--- config.mk ---
export PLATFORM = sky130hd
export DESIGN_NAME = bcd_scheduler
export DESIGN_NICKNAME = d
export VERILOG_FILES = /design/src/rtl/bcd_pkg.sv /design/src/rtl/rr_pick.sv /design/src/rtl/bcd_scheduler.sv
export SDC_FILE = /design/constraint.sdc
export NUM_CORES = 1
export LEC_CHECK = 0
export ABC_AREA = 1
export CAP_MARGIN = 20
export CORE_MARGIN = 3
export CORE_UTILIZATION = 44
export DETAILED_ROUTE_END_ITERATION = 10
export PLACE_DENSITY = 0.8
export SYNTH_ARGS = -nofsm -noshare
export SYNTH_HDL_FRONTEND = slang
export SYNTH_SLANG_ARGS = --single-unit
--- constraint.sdc ---
create_clock -name clk -period 3.5 [get_ports clk]
set_input_delay 1.05 -clock clk [delete_from_list [all_inputs] [get_ports clk]]
set_output_delay 1.05 -clock clk [all_outputs]
set_load 0.02 [all_outputs]
--- src/rtl/bcd_pkg.sv ---
// Shared widths, FSM state encoding and timing constants for the BCD scheduler.
package bcd_pkg;

    localparam int NUMBER_W   = 16;
    localparam int DIGIT_W    = 4;
    localparam int N_DIGITS   = 5;
    localparam int BCD_W      = DIGIT_W * N_DIGITS;

    // Cycles the scheduler waits for the converter to drop ready after a load.
    localparam int BUSY_GRACE = 2;

    typedef enum logic [2:0] {
        IDLE,
        LOAD,
        WAIT_BUSY,
        WAIT_DONE,
        CAPTURE
    } state_t;

endpackage

--- src/rtl/rr_pick.sv ---
// Combinational round-robin picker: the first asserted request strictly after
// the pointer (wrapping modulo N_REQ) wins. The pointer itself is checked last.
module rr_pick #(
    parameter int N_REQ = 4,
    parameter int IDX_W = (N_REQ > 1) ? $clog2(N_REQ) : 1
) (
    input  logic [N_REQ-1:0] i_req,
    input  logic [IDX_W-1:0] i_pointer,
    output logic [IDX_W-1:0] o_grant,
    output logic             o_any_req
);

    logic [IDX_W-1:0] w_idx;

    // Scan from the farthest offset down to pointer+1 so the nearest request wins.
    always_comb begin
        o_grant   = '0;
        o_any_req = 1'b0;
        w_idx     = '0;
        for (int k = N_REQ; k >= 1; k--) begin
            w_idx = IDX_W'((int'(i_pointer) + k) % N_REQ);
            if (i_req[w_idx]) begin
                o_grant   = w_idx;
                o_any_req = 1'b1;
            end
        end
    end

endmodule

--- src/rtl/bcd_scheduler.sv ---
// Shares one binary-to-BCD converter between N_REQ requesters: round-robin
// arbitration, load/ready handshake sequencing and per-requester result slots.
module bcd_scheduler
    import bcd_pkg::*;
#(
    parameter int N_REQ   = 4,
    parameter int TIMEOUT = 64
) (
    input  logic                      clk,
    input  logic                      reset,
    input  logic [N_REQ-1:0]          req,
    input  logic [N_REQ*NUMBER_W-1:0] number,
    output logic [N_REQ-1:0]          ack,
    output logic [N_REQ*BCD_W-1:0]    digits,
    output logic [N_REQ-1:0]          valid,
    output logic                      err,
    output logic                      busy,
    output logic                      bcd_load,
    output logic [NUMBER_W-1:0]       bcd_number,
    input  logic                      bcd_ready,
    input  logic [BCD_W-1:0]          bcd_digits
);

    localparam int IDX_W = $clog2(N_REQ);
    localparam int CNT_W = $clog2(TIMEOUT + 1);

    state_t               r_state;
    state_t               w_state_next;
    logic [IDX_W-1:0]     r_ptr;
    logic [IDX_W-1:0]     r_grant;
    logic [NUMBER_W-1:0]  r_number;
    logic [CNT_W-1:0]     r_cnt;
    logic                 r_err;
    logic [N_REQ-1:0]     r_valid;
    logic [BCD_W-1:0]     r_slot [N_REQ];

    logic [IDX_W-1:0]     w_grant;
    logic                 w_any_req;
    logic                 w_capture_now;
    logic                 w_timeout;

    rr_pick #(
        .N_REQ (N_REQ),
        .IDX_W (IDX_W)
    ) u_rr_pick (
        .i_req     (req),
        .i_pointer (r_ptr),
        .o_grant   (w_grant),
        .o_any_req (w_any_req)
    );

    // Result lands in the slot on the WAIT_DONE->CAPTURE edge so it is visible with ack.
    assign w_capture_now = (r_state == WAIT_DONE) && bcd_ready;
    assign w_timeout     = (r_state == WAIT_DONE) && !bcd_ready
                           && (r_cnt == CNT_W'(TIMEOUT - 1));

    // Next-state logic for the handshake sequencer.
    always_comb begin
        w_state_next = r_state;
        case (r_state)
            IDLE:      if (w_any_req) w_state_next = LOAD;
            LOAD:      w_state_next = WAIT_BUSY;
            WAIT_BUSY: if (!bcd_ready || (r_cnt == CNT_W'(BUSY_GRACE - 1)))
                           w_state_next = WAIT_DONE;
            WAIT_DONE: begin
                if (bcd_ready)      w_state_next = CAPTURE;
                else if (w_timeout) w_state_next = IDLE;
            end
            CAPTURE:   w_state_next = IDLE;
            default:   w_state_next = IDLE;
        endcase
    end

    // State register, grant/operand latch, wait counter, pointer and sticky error.
    always_ff @(posedge clk) begin
        if (reset) begin
            r_state  <= IDLE;
            r_ptr    <= IDX_W'(N_REQ - 1);
            r_grant  <= '0;
            r_number <= '0;
            r_cnt    <= '0;
            r_err    <= 1'b0;
        end else begin
            r_state <= w_state_next;
            case (r_state)
                IDLE: begin
                    r_cnt <= '0;
                    if (w_any_req) begin
                        r_grant  <= w_grant;
                        r_number <= number[w_grant*NUMBER_W +: NUMBER_W];
                    end
                end
                WAIT_BUSY: begin
                    if (w_state_next == WAIT_DONE) r_cnt <= '0;
                    else                           r_cnt <= r_cnt + CNT_W'(1);
                end
                WAIT_DONE: begin
                    r_cnt <= r_cnt + CNT_W'(1);
                    if (w_timeout) begin
                        r_err <= 1'b1;
                        r_ptr <= r_grant;
                    end
                end
                CAPTURE: r_ptr <= r_grant;
                default: ;
            endcase
        end
    end

    // Per-requester result slots; only the granted slot is ever written.
    always_ff @(posedge clk) begin
        if (reset) begin
            r_valid <= '0;
            for (int s = 0; s < N_REQ; s++) r_slot[s] <= '0;
        end else if (w_capture_now) begin
            for (int s = 0; s < N_REQ; s++) begin
                if (r_grant == IDX_W'(s)) begin
                    r_slot[s]  <= bcd_digits;
                    r_valid[s] <= 1'b1;
                end
            end
        end
    end

    generate
        for (genvar gi = 0; gi < N_REQ; gi++) begin : g_slot
            assign digits[gi*BCD_W +: BCD_W] = r_slot[gi];
            assign ack[gi]   = (r_state == CAPTURE) && (r_grant == IDX_W'(gi));
            assign valid[gi] = r_valid[gi];
        end
    endgenerate

    assign err        = r_err;
    assign busy       = (r_state != IDLE);
    assign bcd_load   = (r_state == LOAD);
    assign bcd_number = r_number;

endmodule

**Word level (Yosys, flattened, before mapping)**

Memory sizes are Yosys's and may differ from the RTL's.
Index checks and enable logic that the tools add are counted.

- Register bits after elaboration: 35
- Bits in writable memories: 80
- Bits of input ports: 91
- Output and inout port bits: 107
- Logic and storage cells: 104
- Memories kept: 1

- Equality and inequality tests: 11
- Shift-type cells: 1
- $lt $le $gt $ge: 4
- Add/subtract/negate cells: 5
- Muxes and demuxes: 47
- Bitwise operators: 4
- Reductions and logical operators: 21

Memories:

| memory | depth | width | read ports | clocked after Yosys merged registers in | write ports | RTL line | text |
|---|---|---|---|---|---|---|---|
| r_slot | 4 | 20 | 4 | 0 | 4 | bcd_scheduler.sv:35 | `logic [BCD_W-1:0] r_slot [N_REQ];` |

Operator list:

| cell | count |
|---|---|
| 20-bit two-way mux | 4 |
| 64-bit by 7-bit indexed part select with 16-bit output | 1 |
| 1-bit two-way mux | 26 |
| 7-bit one-hot mux with 3 select lines | 1 |
| 2-bit AND reduction | 7 |
| 2-bit by 3-bit < comparator with 1-bit output, second input constant | 4 |
| 3-bit two-way mux | 4 |
| 3-bit one-hot mux with 4 select lines | 1 |
| 2-bit two-way mux | 5 |
| 3-bit by 2-bit == test with 1-bit output, second input constant | 3 |
| 1-bit binary-select mux with 2-bit select | 4 |
| 7-bit by 1-bit adder with 7-bit output, second input constant | 1 |
| 7-bit by 1-bit == test with 1-bit output, second input constant | 1 |
| 7-bit by 6-bit == test with 1-bit output, second input constant | 1 |
| 1-bit logical AND | 7 |
| 7-bit two-way mux | 1 |
| 3-bit nonzero test | 2 |
| 2-bit by 1-bit adder with 2-bit output, second input constant | 2 |
| 2-bit adder, second input constant | 2 |
| 2-bit == test, second input constant | 2 |
| 1-bit bitwise OR | 4 |
| 2-bit one-hot mux with 2 select lines | 1 |
| 3-bit by 1-bit == test with 1-bit output, second input constant | 1 |
| 3-bit == test, second input constant | 1 |
| other kinds (7) | 7 |

**Depth between registers and ports, before layout**

Gate-level depths: netlist (run 1).

- Word-level depth: 12
- Depth in mapped cells: 15
- Gate-level depth less buffers: 14

**Hierarchy**

A second synthesis (run 1) with hierarchy kept.

- Cell total of the unflattened synthesis: 533
- Area total of the unflattened synthesis: 5,051.1 µm²

Modules (own cells, without submodules):

| module | area each (µm²) | seq. area each (µm²) | cells an instance | instances |
|---|---|---|---|---|
| bcd_scheduler | 4,824.6 | 3,103.0 | 484 | 1 |
| rr_pick | 226.5 | 0.0 | 49 | 1 |

**Worst setup path before layout (run 1)**

No wires, ideal clock.

- Kind: in2reg
- Start: input port bcd_ready
- End: memory r_slot[3][0] (netlist bit) (enable)
- Stages: 4
- Required time: 3,075 ps
- Path buffers: 0
- Data arrival time: 2,706 ps
- Path slack: 369 ps
- Setup time: 425 ps
- Cell sequence: inv_1 -> nor2_1 -> inv_1 -> o21ai_0

RTL lines:

| item | RTL line | text |
|---|---|---|
| start, declared | bcd_scheduler.sv:20 | `input logic bcd_ready,` |
| end, declared | bcd_scheduler.sv:35 |  |

**Worst setup path after layout (run 1)**

- Start: register r_state[2]
- End: output port ack[2]

- Longest elaborated chain between the ends: 2

Ends and longest elaborated chain:

| item | RTL line | text |
|---|---|---|
| start, declared | bcd_scheduler.sv:27 | `state_t r_state;` |
| start signal, assigned | bcd_scheduler.sv:84 | `r_state <= w_state_next;` |
| 3-bit == test | bcd_scheduler.sv:128 | `assign ack[gi] = (r_state == CAPTURE) && (r_grant == IDX_W'(gi));` |
| 1-bit logical AND | bcd_scheduler.sv:128 |  |
| end, declared | bcd_scheduler.sv:13 | `output logic [N_REQ-1:0] ack,` |

Every way passes these cells.

==> results.sh, run 1 <==
export IMPL_holdBufCountCts=0
export IMPL_synth_seq_area_share_pct=60.21
export IMPL_slowest_delay_ns=0.68
export IMPL_final_cell_mix="clkdlybuf4s50_1 (197), nor2_1 (115), nand2_1 (96), edfxtp_1 (80), nand3_1 (63)"
export IMPL_cts_resized=0
export IMPL_synth_cells=550
export IMPL_slew_violations=0
export IMPL_firstDrtPassIters=7
export IMPL_finalHoldViolations=0
export IMPL_cap_violations=0
export IMPL_pin_count=198
export IMPL_core_area_um2=11130
export IMPL_clock_latency_ns=0.40
export IMPL_finalInstanceArea_um2=7777
export IMPL_setup_tns_ns=0
export IMPL_synth_nets=643
export IMPL_synth_adder_area_share_pct=0.4856
export IMPL_cp_start_kind="flop"
export IMPL_drt_iter0_drc=227
export IMPL_netlist_area_um2=5154
export IMPL_routedWlPerCell_um=15.88
export IMPL_maxSlewHeadroom_pct=58.80
export IMPL_cts_tree="yes"
export IMPL_grt_max_degree=32
export IMPL_cp_required_ns=2.45
export IMPL_holdPathStages=2
export IMPL_leakage_uw=0.003208
export IMPL_clk_path_buf_depth=2
export IMPL_min_period_ns=2.999
export IMPL_grt_ovfl_total=0
export IMPL_synthSimpleGateAreaFrac_pct=25.76
export IMPL_design_final_nets=840
export IMPL_diodes=0
export IMPL_path_class="reg -> out"
export IMPL_synth_xor_area_share_pct=0.6798
export IMPL_hp_class="reg -> reg"
export IMPL_antenna_found_initial=0
export IMPL_via_per_inst=5.096
export IMPL_stdcell_count=900
export IMPL_gp_congestion=0.9872
export IMPL_slowest_stage="clkdlybuf4s50_1"
export IMPL_dp_cells=868
export IMPL_grt_pass1_wl_um=22850
export IMPL_synth_top_family_by_area="simple AND/OR/NAND/NOR gates"
export IMPL_synth_area_leaders="edfxtp_1 (47%), dfxtp_1 (14%), nor2_1 (8.4%), nand2_1 (7.0%), nand3_1 (6.1%)"
export IMPL_end_kind="output pin"
export IMPL_min_from="valid[1]"
export IMPL_floorplan_initialDensity_pct=46.32
export IMPL_die_area_um2=13050
export IMPL_cp_max_fo=5
export IMPL_final_common_cell="clkdlybuf4s50_1"
export IMPL_yosysTopAreaCell="edfxtp_1"
export IMPL_numCtsBuffers=17
export IMPL_min_period_over_period_pct=85.68
export IMPL_postCtsSetupBuffers=0
export IMPL_critPathArrivalTime_ns=1.95
export IMPL_netlist_area_leader_share_pct=46.61
export IMPL_cellPowerDensity_nw_per_um2=529.0
export IMPL_crit_buf_inv=3
export IMPL_rrSetupSlack_ns=1.27
export IMPL_drive_above_1_share_pct=9.868
export IMPL_grt_setup_unrepaired="false"
export IMPL_ant_nets=0
export IMPL_wirelength_um=14290
export IMPL_synthMuxAreaShare_pct=0
export IMPL_peakVddDrop_mv=0.2705
export IMPL_placed_cell_area_um2=7192
export IMPL_synth_compound_area_share_pct=5.390
export IMPL_cp_cell_sequence="inv_1 -> nor3_1 -> inv_1 -> nor3_1 -> clkdlybuf4s50_1"
export IMPL_place_ws_ns=0.3652
export IMPL_synth_cell_types=31
export IMPL_vias=4586
export IMPL_timing_rr_start="r_ptr[0]"
export IMPL_worst_pin_slew_ns=0.6179
export IMPL_max_freq_ghz=0.3334
export IMPL_clk_pin_slew_worst_paths_ns=0.05
export IMPL_clock_sinks=115
export IMPL_synth_warnings=0
export IMPL_die_h_um=114.2
export IMPL_reg2reg_depth=13
export IMPL_fp_dieW_um=114.2
export IMPL_cts_root_buf="clkbuf_16"
export IMPL_dp_hpwl_um=10690
export IMPL_status="completed"
export IMPL_r2r_end="bcd_number[1]"
export IMPL_skew_ns=0.008645
export IMPL_postLayoutSetupSlackWorst_ns=0.5010
export IMPL_ys_ff_latch=115
export IMPL_crit_family="buffers and inverters"
export IMPL_drc=0
export IMPL_portBuffers=197
export IMPL_whs_endpoint="valid[1]"
export IMPL_grt_pass1_vias=4662
export IMPL_grt_use_total_pct=22.77
export IMPL_htree_levels=4
export IMPL_syn2layout_area_growth_pct=50.91
export IMPL_setup_viol=0
export IMPL_avgSynthCellArea_um2=9.370
export IMPL_num_rows=38
[how the worst max path moves through the flow]
stage	from	end	slack (ns)	cells past startpoint
finish	r_state[2]	ack[2]	0.50	5
CTS	r_state[2]	ack[1]	0.47	5
global route	r_state[2]	ack[1]	0.38	5
detailed placement	req[1]	bcd_number[1]	0.37	14
floorplan	bcd_ready	r_slot[3][0]	0.37	4
global placement	req[1]	bcd_number[1]	0.48	14
[per-stage QoR]
step	utilization (%)	power (µW)	hold slack, ns
floorplan	-	2123	0.4566
global placement	64.64	2455	0.4443
detailed placement	64.64	2481	0.4466
CTS	69.91	4134	0.4569
global route	69.91	4303	0.4750
finish	69.91	4114	0.4560
[metal layers]
metal | vias up | wire length, µm | global-route usage (%) | share of wire, %
met1 | 2059 | 5229 | 25.26 | 37
met4 | 0 | 464 | 9.739 | 3.2
met2 | 291 | 6883 | 39.58 | 48
li1 | 2195 | - | - | -
met5 | - | 0 | 0 | 0
met3 | 41 | 1711 | 7.981 | 12
[sequential cells by signal, summed over array words and instances (netlist names)]
signal and cells:
r_state 3, r_cnt 7, r_grant 2, r_ptr 2
bcd_number 16, r_slot 80, err 1, valid 4
[kinds of logic after synthesis]
group           Yosys count
simple gates            305
flops                   115
fa+ha+maj                 2
compound gates           44
xor+xnor                  4
buf+inv                  80
[power breakdown]
group | switching [µW] | leakage, µW | internal [µW] | total (µW)
Clock | 564 | 0.000288 | 1090 | 1660
Sequential | 64.3 | 0.00111 | 1560 | 1620
Combinational | 475 | 0.00181 | 360 | 835
[layout make-up]
| type | count | area, µm² |
|---|---|---|
| fill | 814 | 3348 |
| sequential | 115 | 3103 |
| timing repair buffer | 204 | 2037 |
| multi-input combinational | 355 | 1669 |
| clock buffer | 24 | 514.2 |
| inverter | 54 | 207.7 |
| tap | 140 | 175.2 |
| clock inverter | 8 | 71.32 |
[worst reg2reg max path: stages, from the launching register on]
cell and delay, ns:
dfxtp_1 0.53, inv_6 0.09, nand2_1 0.07, nand2_1 0.07, nand2_1 0.10, nand2_2 0.08, nand2_2 0.10, nand3_4 0.24
nand2_4 0.38, inv_2 0.14, nand2_1 0.10, nand2_1 0.07, nor2_1 0.11, nor2_1 0.05
[cell usage after synthesis]
| library cell | instances |
|---|---|
| a211oi_1 | 1 |
| a21oi_1 | 9 |
| a21oi_2 | 13 |
| buf_2 | 13 |
| buf_4 | 3 |
| buf_6 | 7 |
| clkbuf_1 | 3 |
| dfxtp_1 | 35 |
| edfxtp_1 | 80 |
| ha_1 | 2 |
| inv_1 | 48 |
| inv_2 | 5 |
| inv_6 | 1 |
| nand2_1 | 96 |
| nand2_2 | 8 |
| nand2_4 | 3 |
| nand3_1 | 63 |
| nand3_2 | 2 |
| nand3_4 | 1 |
| nor2_1 | 115 |
| nor2_2 | 2 |
| nor2_4 | 1 |
| nor3_1 | 10 |
| nor4_1 | 1 |
| o21a_1 | 1 |
| o21ai_0 | 18 |
| o21ai_1 | 1 |
| o41ai_1 | 1 |
| or2_2 | 3 |
| xnor2_1 | 1 |
| xor2_1 | 3 |
(Power assumes the default switching activity.)
==> run 2, diff against run 1 <==
--- a/config.mk
+++ b/config.mk
@@ -10,7 +10,8 @@
 export CORE_MARGIN = 3
 export CORE_UTILIZATION = 44
 export DETAILED_ROUTE_END_ITERATION = 10
-export PLACE_DENSITY = 0.8
+export PLACE_DENSITY = 0.81
 export SYNTH_ARGS = -nofsm -noshare
 export SYNTH_HDL_FRONTEND = slang
+export SYNTH_HIERARCHICAL = 1
 export SYNTH_SLANG_ARGS = --single-unit
==> run 2 against run 1 <==
  * Cell area fell by 1.9%
  * Total power fell by 2.3%
  * Clock-buffer cell count fell by 5
  * Sequential share of layout area rose by 0.79 points
  * Clock skew barely moved
  * Fmax fell by 5.7%
  * Clock power fell by 4%
  * Largest power group is now registers
==> results.sh, run 2 <==
export IMPL_synth_top_family_by_area="simple AND/OR/NAND/NOR gates"
export IMPL_synth_nets=626
export IMPL_synthSimpleGateAreaFrac_pct=21.40
export IMPL_nFillCells=847
export IMPL_synth_adder_area_share_pct=0.4954
export IMPL_cap_violations=0
export IMPL_num_rows=38
export IMPL_ys_ff_latch=115
export IMPL_grt_max_degree=34
export IMPL_design_final_nets=822
export IMPL_peakVddDrop_mv=0.3120
export IMPL_holdBufCountCts=0
export IMPL_final_common_cell="clkdlybuf4s50_1"
export IMPL_rrSetupSlack_ns=1.26
export IMPL_path_class="reg -> out"
export IMPL_cts_resized=0
export IMPL_synthMuxAreaShare_pct=0
export IMPL_avgSynthCellArea_um2=9.477
export IMPL_die_area_um2=12800
export IMPL_top_register="r_slot"
export IMPL_setup_viol=0
export IMPL_synth_warnings=6
export IMPL_synth_xor_area_share_pct=0.6936
export IMPL_cts_root_buf="clkbuf_16"
export IMPL_cp_max_fo=9
export IMPL_cts_tree="yes"
export IMPL_gp_congestion=0.9013
export IMPL_whs_endpoint="valid[3]"
export IMPL_grt_pass1_vias=4533
export IMPL_wirelength_um=14150
export IMPL_grt_use_total_pct=22.68
export IMPL_synth_cell_types=33
export IMPL_setup_tns_ns=0
export IMPL_r2r_end="bcd_number[6]"
export IMPL_die_h_um=113.1
export IMPL_skew_ns=0.009064
export IMPL_netlist_area_um2=5051
export IMPL_min_from="valid[3]"
export IMPL_slowest_delay_ns=0.67
export IMPL_fp_dieW_um=113.1
export IMPL_cp_start_kind="flop"
export IMPL_netlist_top_cells_count="nor2_1 (159), edfxtp_1 (80), nand2_1 (55), inv_1 (46), dfxtp_1 (35)"
export IMPL_pin_count=198
export IMPL_status="completed"
export IMPL_routedWlPerCell_um=16.04
export IMPL_end_kind="output pin"
export IMPL_core_area_um2=11030
export IMPL_synth_seq_area_share_pct=61.43
export IMPL_largest_reg_flops=80
export IMPL_netlist_area_leader_share_pct=47.56
export IMPL_max_freq_ghz=0.3144
export IMPL_slowest_stage="clkdlybuf4s50_1"
export IMPL_firstDrtPassIters=6
export IMPL_slew_violations=0
export IMPL_cp_required_ns=2.45
export IMPL_yosysTopAreaCell="edfxtp_1"
export IMPL_cp_cell_sequence="inv_1 -> nor3_1 -> clkdlybuf4s50_1"
export IMPL_post_route_util_pct=69.15
export IMPL_dp_hpwl_um=10030
export IMPL_synth_area_leaders="edfxtp_1 (48%), dfxtp_1 (14%), nor2_1 (12%), nand2_1 (4.1%), inv_1 (3.4%)"
export IMPL_syn2layout_area_growth_pct=51.00
export IMPL_final_cell_mix="clkdlybuf4s50_1 (197), nor2_1 (159), edfxtp_1 (80), nand2_1 (55), inv_1 (46)"
export IMPL_vias=4435
export IMPL_numCtsBuffers=17
export IMPL_timing_rr_start="r_ptr[0]"
export IMPL_floorplan_initialDensity_pct=45.79
export IMPL_cellPowerDensity_nw_per_um2=527.2
export IMPL_seqCellArea_um2=3103
export IMPL_postCtsSetupBuffers=0
export IMPL_ant_nets=0
export IMPL_clock_latency_ns=0.41
export IMPL_min_period_over_period_pct=90.88
export IMPL_synth_ff_type="edfxtp_1"
export IMPL_drc=0
export IMPL_synth_cells=533
export IMPL_worst_pin_slew_ns=0.5621
export IMPL_multi_input_area_um2=1579
export IMPL_synth_compound_area_share_pct=8.323
export IMPL_leakage_uw=0.003102
export IMPL_critPathArrivalTime_ns=2.13
export IMPL_finalHoldViolations=0
export IMPL_min_period_ns=3.181
export IMPL_holdPathStages=2
export IMPL_clock_sinks=115
export IMPL_diodes=0
export IMPL_grt_setup_unrepaired="false"
export IMPL_synth_most_common_cell="nor2_1"
export IMPL_maxSlewHeadroom_pct=62.53
export IMPL_clk_pin_slew_worst_paths_ns=0.05
export IMPL_drive_above_1_share_pct=8.760
export IMPL_drt_iter0_drc=283
export IMPL_portBuffers=197
export IMPL_clk_path_buf_depth=2
export IMPL_hp_class="reg -> reg"
export IMPL_grt_pass1_wl_um=22540
export IMPL_antenna_found_initial=0
export IMPL_postSynth_asyncResetShare_pct=0
export IMPL_htree_levels=4
export IMPL_via_per_inst=5.028
export IMPL_reg2reg_depth=13
export IMPL_grt_ovfl_total=0
export IMPL_synth_edff_count=80
run 2: cell count changes in the layout (fill, tap and decap cells not counted), sizes merged, moves of 2 or more:
cell / change
a21oi: -18
clkinv: +6
nor3: -4
nor2: +48
a31oi: +16
clkbuf: -5
o21ai: +34
nand2: -43
o22ai: +2
inv: -3
nand3: -49
run 2: routing by layer:
layer	vias to the layer above	global-route usage [%]	share of wire (%)
met5	-	0	0
met2	247	41.07	51
met3	17	9.572	11
met4	0	6.811	1.2
met1	2039	23.91	37
li1	2132	-	-
run 2: worst max-delay path by stage:
stage	depth (start not counted)	to	slack (ns)	startpoint
3_3_place_gp	13	bcd_number[7]	0.59	req[3]
3_5_place_dp	13	bcd_number[6]	0.45	req[3]
5_1_grt	3	ack[2]	0.18	r_grant[1]
2_1_floorplan	2	r_slot[1][0]	0.35	bcd_ready
4_1_cts	3	ack[2]	0.25	r_grant[1]
6_report	3	ack[2]	0.32	r_grant[1]
run 2: cells by family (layout without fill, tap and decap cells):
family / count (synthesis) / after routing
simple gates: 257 / 257
flops: 115 / 115
buf+inv: 78 / 287
compound gates: 77 / 77
xor+xnor: 4 / 4
fa+ha+maj: 2 / 2
run 2: critical path, delay by kind of cell, from the launching register on:
| family | cells | cell delay [ns] |
|---|---|---|
| and+or+nand+nor | 1 | 0.30 |
| buffers and inverters | 2 | 0.85 |
| DFF | 1 | 0.57 |
run 2: cell type report:
| type | instances | share of cell area, % |
|---|---|---|
| Multi-Input combinational cell | 340 | 20.70 |
| Inverter | 52 | 2.657 |
| Tap cell | 140 | 2.297 |
| Sequential cell | 115 | 40.68 |
| Timing Repair Buffer | 203 | 26.44 |
| Clock inverter | 13 | 1.542 |
| Clock buffer | 19 | 5.676 |
run 2: per-stage QoR:
stage	worst slack [ns]	area (µm²)	hold slack (ns)	std cells	power (µW)
final	0.3191	7627	0.4537	882	4021
after global routing	0.1847	7627	0.4812	882	4189
after CTS	0.2499	7627	0.4558	882	4039
after detailed placement	0.4463	7077	0.4463	850	2442
after global placement	0.5886	7077	0.4412	850	2418
after floorplan	0.3520	5051	0.4903	533	2066
run 2: power by group:
| part | leakage (µW) | switching, µW | total [µW] | internal [µW] |
|---|---|---|---|---|
| sequential | 0.00111 | 70.9 | 1630 | 1560 |
| clock | 0.000274 | 572 | 1600 | 1030 |
| combinational | 0.00171 | 441 | 789 | 349 |
| total | 0.00310 | 1080 | 4020 | 2940 |
